## src/rtl/dot_acc_pkg.sv

```systemverilog
// Shared types and Q8.8 constants for the dot-product accumulator.
package dot_acc_pkg;

  typedef enum logic [1:0] {
    IDLE = 2'd0,
    ACC  = 2'd1,
    OUT  = 2'd2
  } state_e;

  localparam int          FRAC_BITS = 8;
  localparam logic [15:0] Q_MAX     = 16'h7FFF;
  localparam logic [15:0] Q_MIN     = 16'h8000;

  // Smallest accumulator width that cannot wrap when summing len Q8.8 values.
  function automatic int min_acc_w(input int len);
    return 16 + $clog2(len);
  endfunction

endpackage

```

## src/rtl/dot_acc_q88_sat.sv

```systemverilog
// Combinational clamp of a wide signed accumulator into Q8.8 range.
module q88_sat
  import dot_acc_pkg::*;
#(
  parameter int ACC_W = 24
) (
  input  logic signed [ACC_W-1:0] acc,
  output logic        [15:0]      val,
  output logic                    ovf
);

  // Value fits in 16 bits iff every bit from 15 upward equals the sign.
  logic [ACC_W-16:0] hi;
  assign hi = acc[ACC_W-1:15];

  always_comb begin
    val = acc[15:0];
    ovf = !((&hi) || !(|hi));
    if (ovf) val = acc[ACC_W-1] ? Q_MIN : Q_MAX;
  end

endmodule

```

## src/rtl/dot_acc_16.sv

```systemverilog
// Accumulates LEN signed Q8.8 products and emits one saturated Q8.8 result.
module dot_acc_16
  import dot_acc_pkg::*;
#(
  parameter int LEN   = 8,
  parameter int ACC_W = 24
) (
  input  logic        CLK,
  input  logic        RST,
  input  logic        start,
  input  logic [15:0] prod,
  input  logic        prod_valid,
  output logic        prod_ready,
  output logic [15:0] res,
  output logic        res_valid,
  input  logic        res_ready,
  output logic        busy,
  output logic        ovf
);

  localparam int             CNT_W = $clog2(LEN + 1);
  localparam logic [CNT_W-1:0] LAST = CNT_W'(LEN - 1);

  state_e                   state_q, state_d;
  logic signed [ACC_W-1:0]  acc_q, acc_d, acc_sum;
  logic        [CNT_W-1:0]  cnt_q, cnt_d;
  logic        [15:0]       res_q, res_d, sat_val;
  logic                     ovf_q, ovf_d, sat_ovf;
  logic                     res_valid_q, res_valid_d;
  logic                     xfer;

  assign prod_ready = (state_q == ACC) && !RST;
  assign busy       = (state_q != IDLE) && !RST;
  assign xfer       = prod_valid && prod_ready;
  assign acc_sum    = acc_q + ACC_W'($signed(prod));

  // Clamp is taken on the post-add sum so the result registers on the last transfer.
  q88_sat #(.ACC_W(ACC_W)) u_sat (
    .acc (acc_sum),
    .val (sat_val),
    .ovf (sat_ovf)
  );

  always_comb begin
    state_d     = state_q;
    acc_d       = acc_q;
    cnt_d       = cnt_q;
    res_d       = res_q;
    ovf_d       = ovf_q;
    res_valid_d = res_valid_q;
    case (state_q)
      IDLE: begin
        if (start) begin
          state_d = ACC;
          acc_d   = '0;
          cnt_d   = '0;
        end
      end
      ACC: begin
        if (xfer) begin
          acc_d = acc_sum;
          cnt_d = cnt_q + 1'b1;
          if (cnt_q == LAST) begin
            state_d     = OUT;
            res_d       = sat_val;
            ovf_d       = sat_ovf;
            res_valid_d = 1'b1;
          end
        end
      end
      OUT: begin
        if (res_ready) begin
          state_d     = IDLE;
          res_valid_d = 1'b0;
        end
      end
      default: begin
        state_d     = IDLE;
        res_valid_d = 1'b0;
      end
    endcase
  end

  always_ff @(posedge CLK) begin
    if (RST) begin
      state_q     <= IDLE;
      acc_q       <= '0;
      cnt_q       <= '0;
      res_q       <= '0;
      ovf_q       <= 1'b0;
      res_valid_q <= 1'b0;
    end else begin
      state_q     <= state_d;
      acc_q       <= acc_d;
      cnt_q       <= cnt_d;
      res_q       <= res_d;
      ovf_q       <= ovf_d;
      res_valid_q <= res_valid_d;
    end
  end

  assign res       = res_q;
  assign ovf       = ovf_q;
  assign res_valid = res_valid_q;

endmodule
```

## config.mk

```make
export PLATFORM = sky130hd
export DESIGN_NAME = dot_acc_16
export DESIGN_NICKNAME = d
export VERILOG_FILES = /design/src/rtl/dot_acc_pkg.sv /design/src/rtl/dot_acc_q88_sat.sv /design/src/rtl/dot_acc_16.sv
export SDC_FILE = /design/constraint.sdc
export NUM_CORES = 1
export LEC_CHECK = 0
export BUFFER_PORTS_ARGS = -buffer_cell sky130_fd_sc_hd__buf_2
export CELL_PAD_IN_SITES_DETAIL_PLACEMENT = 2
export CELL_PAD_IN_SITES_GLOBAL_PLACEMENT = 2
export CORE_MARGIN = 8
export CORE_UTILIZATION = 37
export CTS_CLUSTER_SIZE = 25
export DETAILED_ROUTE_END_ITERATION = 7
export PLACE_DENSITY = 0.87
export SLEW_MARGIN = 20
export SYNTH_ARGS = -nofsm -noshare
export SYNTH_HDL_FRONTEND = slang
export SYNTH_HIERARCHICAL = 1
export SYNTH_SLANG_ARGS = --single-unit
```

## constraint.sdc

```tcl
create_clock -name CLK -period 6.9 [get_ports CLK]
set_input_delay 1.035 -clock CLK [delete_from_list [all_inputs] [get_ports CLK]]
set_output_delay 1.035 -clock CLK [all_outputs]
set_load 0.02 [all_outputs]
```

==> results of run 1 <==
[metrics by stage]
| step | utilization, % | std cells | cell area, um2 |
|---|---|---|---|
| finish | 41.6 | 549 | 3650 |
| global placement | 40.5 | 541 | 3550 |
| floorplan | - | 418 | 3360 |
| detailed placement | 40.5 | 541 | 3550 |
| CTS | 41.6 | 549 | 3650 |
| global route | 41.6 | 549 | 3650 |
[cell usage in the layout, fill, tap and decap left out, types with 10 or more instances in the layout]
master / n
xor2_1: 12
nor2_1: 27
ha_1: 24
dfxtp_1: 48
buf_2: 40
a2bb2oi_1: 15
a21oi_1: 44
nand2_1: 59
a21o_1: 11
o21ai_0: 15
nand3_1: 20
nand4_1: 10
[tightest hold or removal path, delay by kind of cell, from the launching register on]
family / cells / cell delay [ns]
DFF: 1 / 0.32
and+or+nand+nor: 1 / 0.05
AOI/OAI and AO/OA: 1 / 0.05
[worst max path at each step]
stage	startpoint	endpoint	slack [ns]	depth (start not counted)
2_1_floorplan	prod[0]	ovf	3.19	14
3_3_place_gp	prod[0]	ovf	2.62	14
3_5_place_dp	prod[1]	res[3]	2.49	13
4_1_cts	prod[1]	res[3]	2.77	13
5_1_grt	prod[0]	res[5]	2.47	14
6_report	prod[1]	res[0]	2.68	13
[flip-flops by register name (all words and copies together) (netlist names)]
register / cells
acc_q: 24
res: 16
cnt_q: 4
state_q: 2
ovf: 1
res_valid: 1
[power by group]
part | total [uW] | leakage (uW) | switching [uW] | internal (uW)
registers | 293 | 0.000389 | 6.84 | 286
clock network | 188 | 0.0000434 | 106 | 81.5
logic | 187 | 0.00108 | 118 | 68.4
[layer usage]
layer / vias to the layer above / track usage [%] / part of all wire [%]
li1: 1593 / - / -
met1: 1719 / 21.8 / 44
met2: 61 / 33.0 / 51
met3: 13 / 2.87 / 3.6
met4: 0 / 4.89 / 1.3
met5: - / 0 / 0
[kinds of logic after synthesis]
logic type	share of synthesized area, %
XOR/XNOR	5.21
AND/OR/NAND/NOR	21.9
flip-flops	28.6
adder cells (fa/ha/maj)	9.53
AO/OA/AOI/OAI	29.4
buffers and inverters	5.40
[cell type report]
type	instances	area share, %
well taps	108	3.71
flip-flops and latches	48	26.4
inverters	6	0.618
clock buffers	6	2.26
repair buffers	41	5.70
multi-input cells	338	60.9
clock inverters	2	0.412
==> impl_metrics.yaml, run 1 <==
drt:
  drc_errors: 0
  ant_nets: 0
  drtIter0Drc: 98
  wirelength_um: 11600
  first_pass_iters: 4
  vias_per_cell: 6.17
  wl_per_cell_um: 21.1
  vias: 3386
yosys:
  synth_seq_cells: 48
  netlist_top_cells_count: "nand2_1 (59), dfxtp_1 (48), a21oi_1 (44), nor2_1 (28), ha_1 (24)"
  async_reset_ff_share_pct: 0
  synth_edf_count: 0
  ys_top_cells_by_area: "dfxtp_1 (29%), ha_1 (8.9%), nand2_1 (6.6%)"
  synth_area_per_cell_um2: 8.04
  yosys_warnings: 6
  syn_nets: 464
  synth_cell_type_count: 58
  synthesis.area_mm2: 0.00336
  seq_area_frac_synth_pct: 28.6
  ys.flop_type: "dfxtp_1"
  synth_most_common_cell: "nand2_1"
  synth_top_cell_by_area: "dfxtp_1"
  yosysTopAreaCellShare_pct: 28.6
  postSynthCellCount: 418
critical_path:
  r2r-start: "acc_q[1]"
  arrival_ns: 4.46
  rr_endpoint: "res[0]"
  cp_slowest_cell: "and4_1"
  r2r_slack_ns: 3.18
  crit_path_start_kind: "input port"
  crit_type: "in2reg"
  cp.required_ns: 7.14
  crit_buf_inv: 1
  cp-end-kind: "flip-flop"
  cp_cell_sequence: "buf_2, ha_1, a211oi_1, o211ai_1, and4b_1, o211a_1, o21a_1, nor2_1, and4_1, nand3_1, a2bb2oi_1, nand2_1, a21oi_1"
  worstPathMaxFanout: 16
  crit_family: "compound AO/OA/AOI/OAI gates"
  slowest_delay_ns: 0.63
  ff2ff_path_depth: 12
clock_tree:
  cts_setup_buffers: 0
  clockRootBuffer: "clkbuf_8"
  post_cts_resized: 0
  insertion_delay_ns: 0.31
  clk_pin_slew_ns: 0.10
  hold_buffers: 0
  h-tree-depth: 2
  numCtsBuffers: 5
  cts_tree: "done"
  cts_sinks: 48
  cts_max_path_buffers: 2
layout:
  num-fill-cells: 1023
  drive_above_1_share_pct: 13.8
  seq_area_um2: 961
  area_growth_pct: 8.45
  multi_input_area_mm2: 0.00222
  num_antenna_cells: 0
  layout.nets: 486
timing:
  fin_crit_ns: 4.22
  finalCritPeriodShare_pct: 61.1
  maxSlewViolCount: 0
  worstMarginPinSlew_ns: 0.997
  finalSetupViolCount: 0
  fin_skew_ns: 0.00710
  setup_ws_ns: 2.68
  clock.fmax_mhz: 237
  finalHoldViolations: 0
  fin_setup_tns_ns: 0
  rsz0062_at_grt: "no"
  fin_worst_hold_slack_ns: 0.461
  worst_slew_margin_rel_pct: 33.6
power:
  finalPower_uw: 667
  power.leakage_uw: 0.00152
  peakVddDrop_uv: 87.5
  powerDensity_mw_per_mm2: 183
floorplan:
  rows: 34
  die-area_mm2: 0.0124
  start_util_pct: 38.4
  die_h_um: 111
  die_w_um: 111
  io_pins: 41
  coreArea_mm2: 0.00876
min_path:
  worstHoldStart: "res[8]"
  min_to: "res[8]"
  min_path_cells: 2
  min_path_type: "reg2reg"
placement:
  place_ws_ns: 2.49
  io_buffers: 40
  place_hpwl_um: 8880
  gp_congestion: 0.909
global_route:
  grt_max_degree: 25
  grt_pass1_vias: 3737
  grt_pass1_wl_um: 19100
  overflow: 0
  grt_util_all_layers_pct: 18.3
  antenna_found_initial: 0
flow_run:
  drv_cap: 0
status:
  status: "complete, no violations"
Note: power is estimated with default switching activity, not from simulation.
==> inputs of run 2 (changes only) <==
Settings changed: CORE_UTILIZATION 37 to 35, PLACE_DENSITY 0.87 to 0.83.
Clock period 6.9 ns to 4.1 ns, I/O delays scaled along.
==> run 2 against run 1 <==
Effect of this change:
- total power is 78% higher
- worst hold slack worse by 0.00068 ns
- register-to-register slack lost 2.5 ns
- non-clock buffer count up 4
- via count is 3.2% lower
- combinational power grew 70%
- final cell count rose by 4.6%
- largest cell class unchanged
- clock power rose by 100%
- critical path type unchanged
- global-route usage is essentially flat
- clock skew is 0.00064 ns higher
- wire length hardly changed
==> impl_metrics.yaml, run 2 (same netlist as run 1, synthesis figures left out) <==
critical_path:
  arrival_ns: 3.67
  cp-end-kind: "flip-flop"
  r2r_slack_ns: 0.70
  cp-startpoint: "prod[0]"
  crit_type: "in2reg"
  crit_path_start_kind: "input port"
  worstPathMaxFanout: 16
  r2r-start: "acc_q[0]"
  cp.required_ns: 4.28
drt:
  drtIter0Drc: 170
  vias_per_cell: 5.71
  drc_errors: 0
  ant_nets: 0
  wirelength_um: 11600
  first_pass_iters: 4
  vias: 3277
  wl_per_cell_um: 20.2
clock_tree:
  clk_pin_slew_ns: 0.10
  cts_tree: "done"
  insertion_delay_ns: 0.31
  cts_sinks: 48
  cts_max_path_buffers: 2
  post_cts_resized: 0
  clockRootBuffer: "clkbuf_8"
  hold_buffers: 0
  cts_setup_buffers: 0
  numCtsBuffers: 5
  h-tree-depth: 2
timing:
  rsz0062_at_grt: "no"
  finalCritPeriodShare_pct: 85.2
  fin_worst_hold_slack_ns: 0.460
  clock.fmax_mhz: 286
  maxSlewViolCount: 0
  fin_crit_ns: 3.49
  fin_skew_ns: 0.00774
  setup_ws_ns: 0.607
  worstMarginPinSlew_ns: 0.984
  finalHoldViolations: 0
  finalSetupViolCount: 0
  fin_setup_tns_ns: 0
  worst_slew_margin_rel_pct: 34.3
layout:
  largest_reg_flops: 24
  instances_no_fill: 574
  drive_above_1_share_pct: 14.6
  area_growth_pct: 10.8
  fin_area_mm2: 0.00373
  final_cell_mix: "nand2_1 (59), dfxtp_1 (48), a21oi_1 (44)"
  num_antenna_cells: 0
  layout.nets: 490
  num-fill-cells: 1122
  final_common_cell: "nand2_1"
  largest-register: "acc_q"
flow_run:
  drv_cap: 0
placement:
  io_buffers: 40
  place_area_mm2: 0.00360
  gp_congestion: 0.904
  place_hpwl_um: 8930
  placed_cells: 566
  place_ws_ns: 0.367
min_path:
  worstHoldStart: "res[7]"
  min_path_type: "reg2reg"
floorplan:
  die-area_mm2: 0.0130
  start_util_pct: 36.2
  coreArea_mm2: 0.00928
  die_w_um: 114
  die_h_um: 114
  io_pins: 41
  rows: 35
global_route:
  grt_pass1_wl_um: 19000
  grt_util_all_layers_pct: 18.3
  overflow: 0
  grt_pass1_vias: 3565
  antenna_found_initial: 0
  grt_max_degree: 25
power:
  peakVddDrop_uv: 191
  powerDensity_mw_per_mm2: 319
  power.leakage_uw: 0.00156
status:
  status: "complete, no violations"
[run 2: cell count changes in the layout (fill, tap and decap cells not counted), sizes merged]
cell	previous run	this run
clkinv	0	1
buf	41	45
bufinv	0	1
clkinvlp	2	0
[run 2: path summary, 6_finish.rpt]
| check | to | cells after the start |
|---|---|---|
| hold / removal | res[7] | 2 |
| setup / recovery | res[5] | 15 |
| hold reg to reg | res[7] | 2 |
| setup reg to reg | res[5] | 14 |
[run 2: area by class of cell]
class | instances | area, um2 | area share, %
well taps | 129 | 161 | 4.33
clock buffers | 6 | 82.6 | 2.22
repair buffers | 45 | 238 | 6.38
inverters | 6 | 22.5 | 0.604
clock inverters | 2 | 38.8 | 1.04
multi-input cells | 338 | 2220 | 59.6
flip-flops and latches | 48 | 961 | 25.8
[run 2: power breakdown]
part / total (uW) / switching, uW / internal, uW
Sequential: 493 / 11.3 / 481
Clock: 380 / 180 / 200
Combinational: 317 / 199 / 117
Total: 1190 / 390 / 799
[run 2: stage by stage]
stage          power, uW  utilization, %
2_1_floorplan        726               -
3_3_place_gp         799            38.8
3_5_place_dp         815            38.8
4_1_cts             1200            40.1
5_1_grt             1250            40.1
6_report            1190            40.1
[run 2: worst max-delay path: stages]
cell,delay [ns]
buf_2,0.11
ha_1,0.23
fa_1,0.46
a211oi_1,0.30
o211ai_1,0.17
nand2_1,0.17
a211oi_1,0.11
or3_1,0.35
and2_2,0.21
nor4_1,0.30
nand2_1,0.12
buf_4,0.21
a2bb2oi_1,0.14
nand2_1,0.08
a21oi_1,0.07
[run 2: routing by layer]
layer,share of wire [%],global-route usage (%),wire length (um),up-vias
met5,0,0,0,-
met4,1.2,3.90,140,0
met3,3.1,3.38,358,11
met2,50,32.4,5760,52
met1,46,22.3,5320,1619
li1,-,-,-,1595
==> inputs of run 3 (changes only) <==
Settings changed: PLACE_DENSITY 0.83 to 0.82, SYNTH_HIERARCHICAL 1 to not set.
==> run 3 against run 2 <==
Effect of this change:
- via count decreased by 7.9%
- synthesized cell count decreased by 8.6%
- non-clock buffer count increased by 1
- critical path type unchanged
- critical endpoint is now res[0]
- largest cell class unchanged
- largest power group unchanged
- highest routed layer unchanged
==> impl_metrics.yaml, run 3 <==
floorplan:
  die-area_mm2: 0.0123
  die_h_um: 111
  start_util_pct: 36.1
  coreArea_mm2: 0.00876
  die_w_um: 111
  io_pins: 41
  rows: 34
layout:
  seq_area_um2: 961
  drive_above_1_share_pct: 18.5
  num-fill-cells: 1045
  multi_input_area_mm2: 0.00208
  largest-register: "acc_q"
  largest_reg_flops: 24
  fin_area_mm2: 0.00357
  layout.nets: 466
  instances_no_fill: 529
  num_antenna_cells: 0
  area_growth_pct: 12.9
  final_cell_mix: "nand2_1 (50), nor2_1 (50), dfxtp_1 (48)"
placement:
  place_hpwl_um: 8430
  placed_cells: 521
  gp_congestion: 0.895
  place_area_mm2: 0.00346
  io_buffers: 40
clock_tree:
  cts_tree: "done"
  clk_pin_slew_ns: 0.10
  clockRootBuffer: "clkbuf_8"
  numCtsBuffers: 5
  insertion_delay_ns: 0.31
  post_cts_resized: 0
  cts_sinks: 48
  cts_max_path_buffers: 2
  cts_setup_buffers: 0
  hold_buffers: 0
  h-tree-depth: 2
global_route:
  grt_pass1_vias: 3448
  grt_pass1_wl_um: 18000
  grt_use_met3_pct: 2.71
  antenna_found_initial: 0
  use_met2_pct: 31.5
  grt_busiest_layer: "met2"
  grt_util_all_layers_pct: 17.7
  grtUsageMet1_pct: 21.2
  overflow: 0
  grt_max_degree: 36
yosys:
  yosys_warnings: 0
  synth_cell_type_count: 55
  seq_area_frac_synth_pct: 30.4
  ys.flop_type: "dfxtp_1"
  synth_mux_area_share_pct: 0
  synth_area_per_cell_um2: 8.28
  postSynthCellCount: 382
  synth_compound_area_share_pct: 26.1
  synthAdderAreaFrac_pct: 10.1
  synth_top_cell_by_area: "dfxtp_1"
  netlist_top_cells_count: "nand2_1 (50), nor2_1 (50), dfxtp_1 (48), a21oi_1 (30), ha_1 (24)"
  synth_top_family_by_area: "compound AO/OA/AOI/OAI gates"
  yosysTopAreaCellShare_pct: 30.4
  synthesis.area_mm2: 0.00316
  synthSimpleGateAreaFrac_pct: 22.0
  ys_top_cells_by_area: "dfxtp_1 (30%), ha_1 (9.5%), nand2_1 (5.9%)"
  synth_edf_count: 0
  async_reset_ff_share_pct: 0
  syn_nets: 428
  synth_seq_cells: 48
  synth_xor_area_share_pct: 7.48
critical_path:
  r2r_slack_ns: 0.73
  crit_path_start_kind: "input port"
  cp-end-kind: "flip-flop"
  arrival_ns: 3.63
  cp.required_ns: 4.27
  worstPathMaxFanout: 15
  r2r-start: "acc_q[6]"
  ff2ff_path_depth: 10
  rr_endpoint: "res[0]"
  crit_type: "in2reg"
power:
  powerDensity_mw_per_mm2: 289
  finalPower_uw: 1030
  power.leakage_uw: 0.00161
  peakVddDrop_uv: 190
drt:
  ant_nets: 0
  vias_per_cell: 5.71
  drtIter0Drc: 120
  wl_per_cell_um: 20.5
  wirelength_um: 10900
  vias: 3018
  drc_errors: 0
  first_pass_iters: 4
timing:
  finalCritPeriodShare_pct: 84.4
  clock.fmax_mhz: 289
  worstMarginPinSlew_ns: 0.945
  fin_setup_tns_ns: 0
  finalHoldViolations: 0
  fin_crit_ns: 3.46
  maxSlewViolCount: 0
  worst_slew_margin_rel_pct: 37.0
  rsz0062_at_grt: "no"
  fin_skew_ns: 0.00668
  finalSetupViolCount: 0
min_path:
  min_to: "res[9]"
  worstHoldStart: "res[9]"
  min_path_cells: 2
  min_path_type: "reg2reg"
status:
  status: "complete, no violations"
flow_run:
  drv_cap: 0
## run 3: changes by cell type after synthesis, sizes merged, moves of 6 or more
cell | previous run | this run
a21oi | 47 | 30
a22o | 9 | 0
a22oi | 3 | 9
a2bb2oi | 15 | 0
a32o | 6 | 0
buf | 19 | 4
nand2 | 60 | 51
nand3 | 20 | 5
nor2 | 28 | 51
nor3 | 6 | 13
o211ai | 5 | 20
xnor2 | 8 | 16
## run 3: per-layer routing
metal  vias to the layer above  routed length [um]
met4                         0                 116
li1                       1444                   -
met1                      1513                4910
met5                         -                   0
met3                        11                 367
met2                        50                5460
## run 3: logic make-up after synthesis
family                   Yosys count
XOR/XNOR                          27
adder cells (fa/ha/maj)           25
AO/OA/AOI/OAI                    110
AND/OR/NAND/NOR                  148
buffers and inverters             24
flip-flops                        48
## run 3: per-stage QoR
step                      util [%]  worst slack [ns]  hold WS [ns]
after detailed placement      39.5             0.391         0.455
after floorplan                  -              1.05         0.436
after global routing          40.7             0.380         0.485
final                         40.7             0.640         0.476
after CTS                     40.7             0.657         0.477
after global placement        39.5             0.510         0.442
## run 3: layout make-up
class                           instances  area share, %
Sequential cell                        48           26.9
Inverter                                9          0.946
Timing Repair Buffer                   46           6.87
Tap cell                              108           3.79
Multi-Input combinational cell        310           58.4
Clock buffer                            5           1.93
Clock inverter                          3           1.19
## run 3: how the worst max path moves through the flow
stage	from	to	slack, ns
after floorplan	prod[0]	res[6]	1.05
after global placement	prod[15]	res[4]	0.51
after detailed placement	prod[0]	res[0]	0.39
after CTS	prod[6]	res[0]	0.66
after global routing	prod[6]	res[0]	0.38
final	prod[6]	res[0]	0.64
## run 3: worst max-delay path, cell delays in order
cell	delay, ns
buf_2	0.10
ha_1	0.38
a21oi_1	0.32
o211ai_1	0.18
a21boi_0	0.39
nand2_1	0.17
a21oi_1	0.23
xnor2_1	0.17
nor4b_4	0.32
a311o_2	0.55
o211ai_1	0.20
## run 3: power by group
group          internal, uW  switching, uW  total [uW]
Combinational          64.2            127         192
Sequential              473           5.23         478
Clock                   181            180         361
Total                   718            313        1030
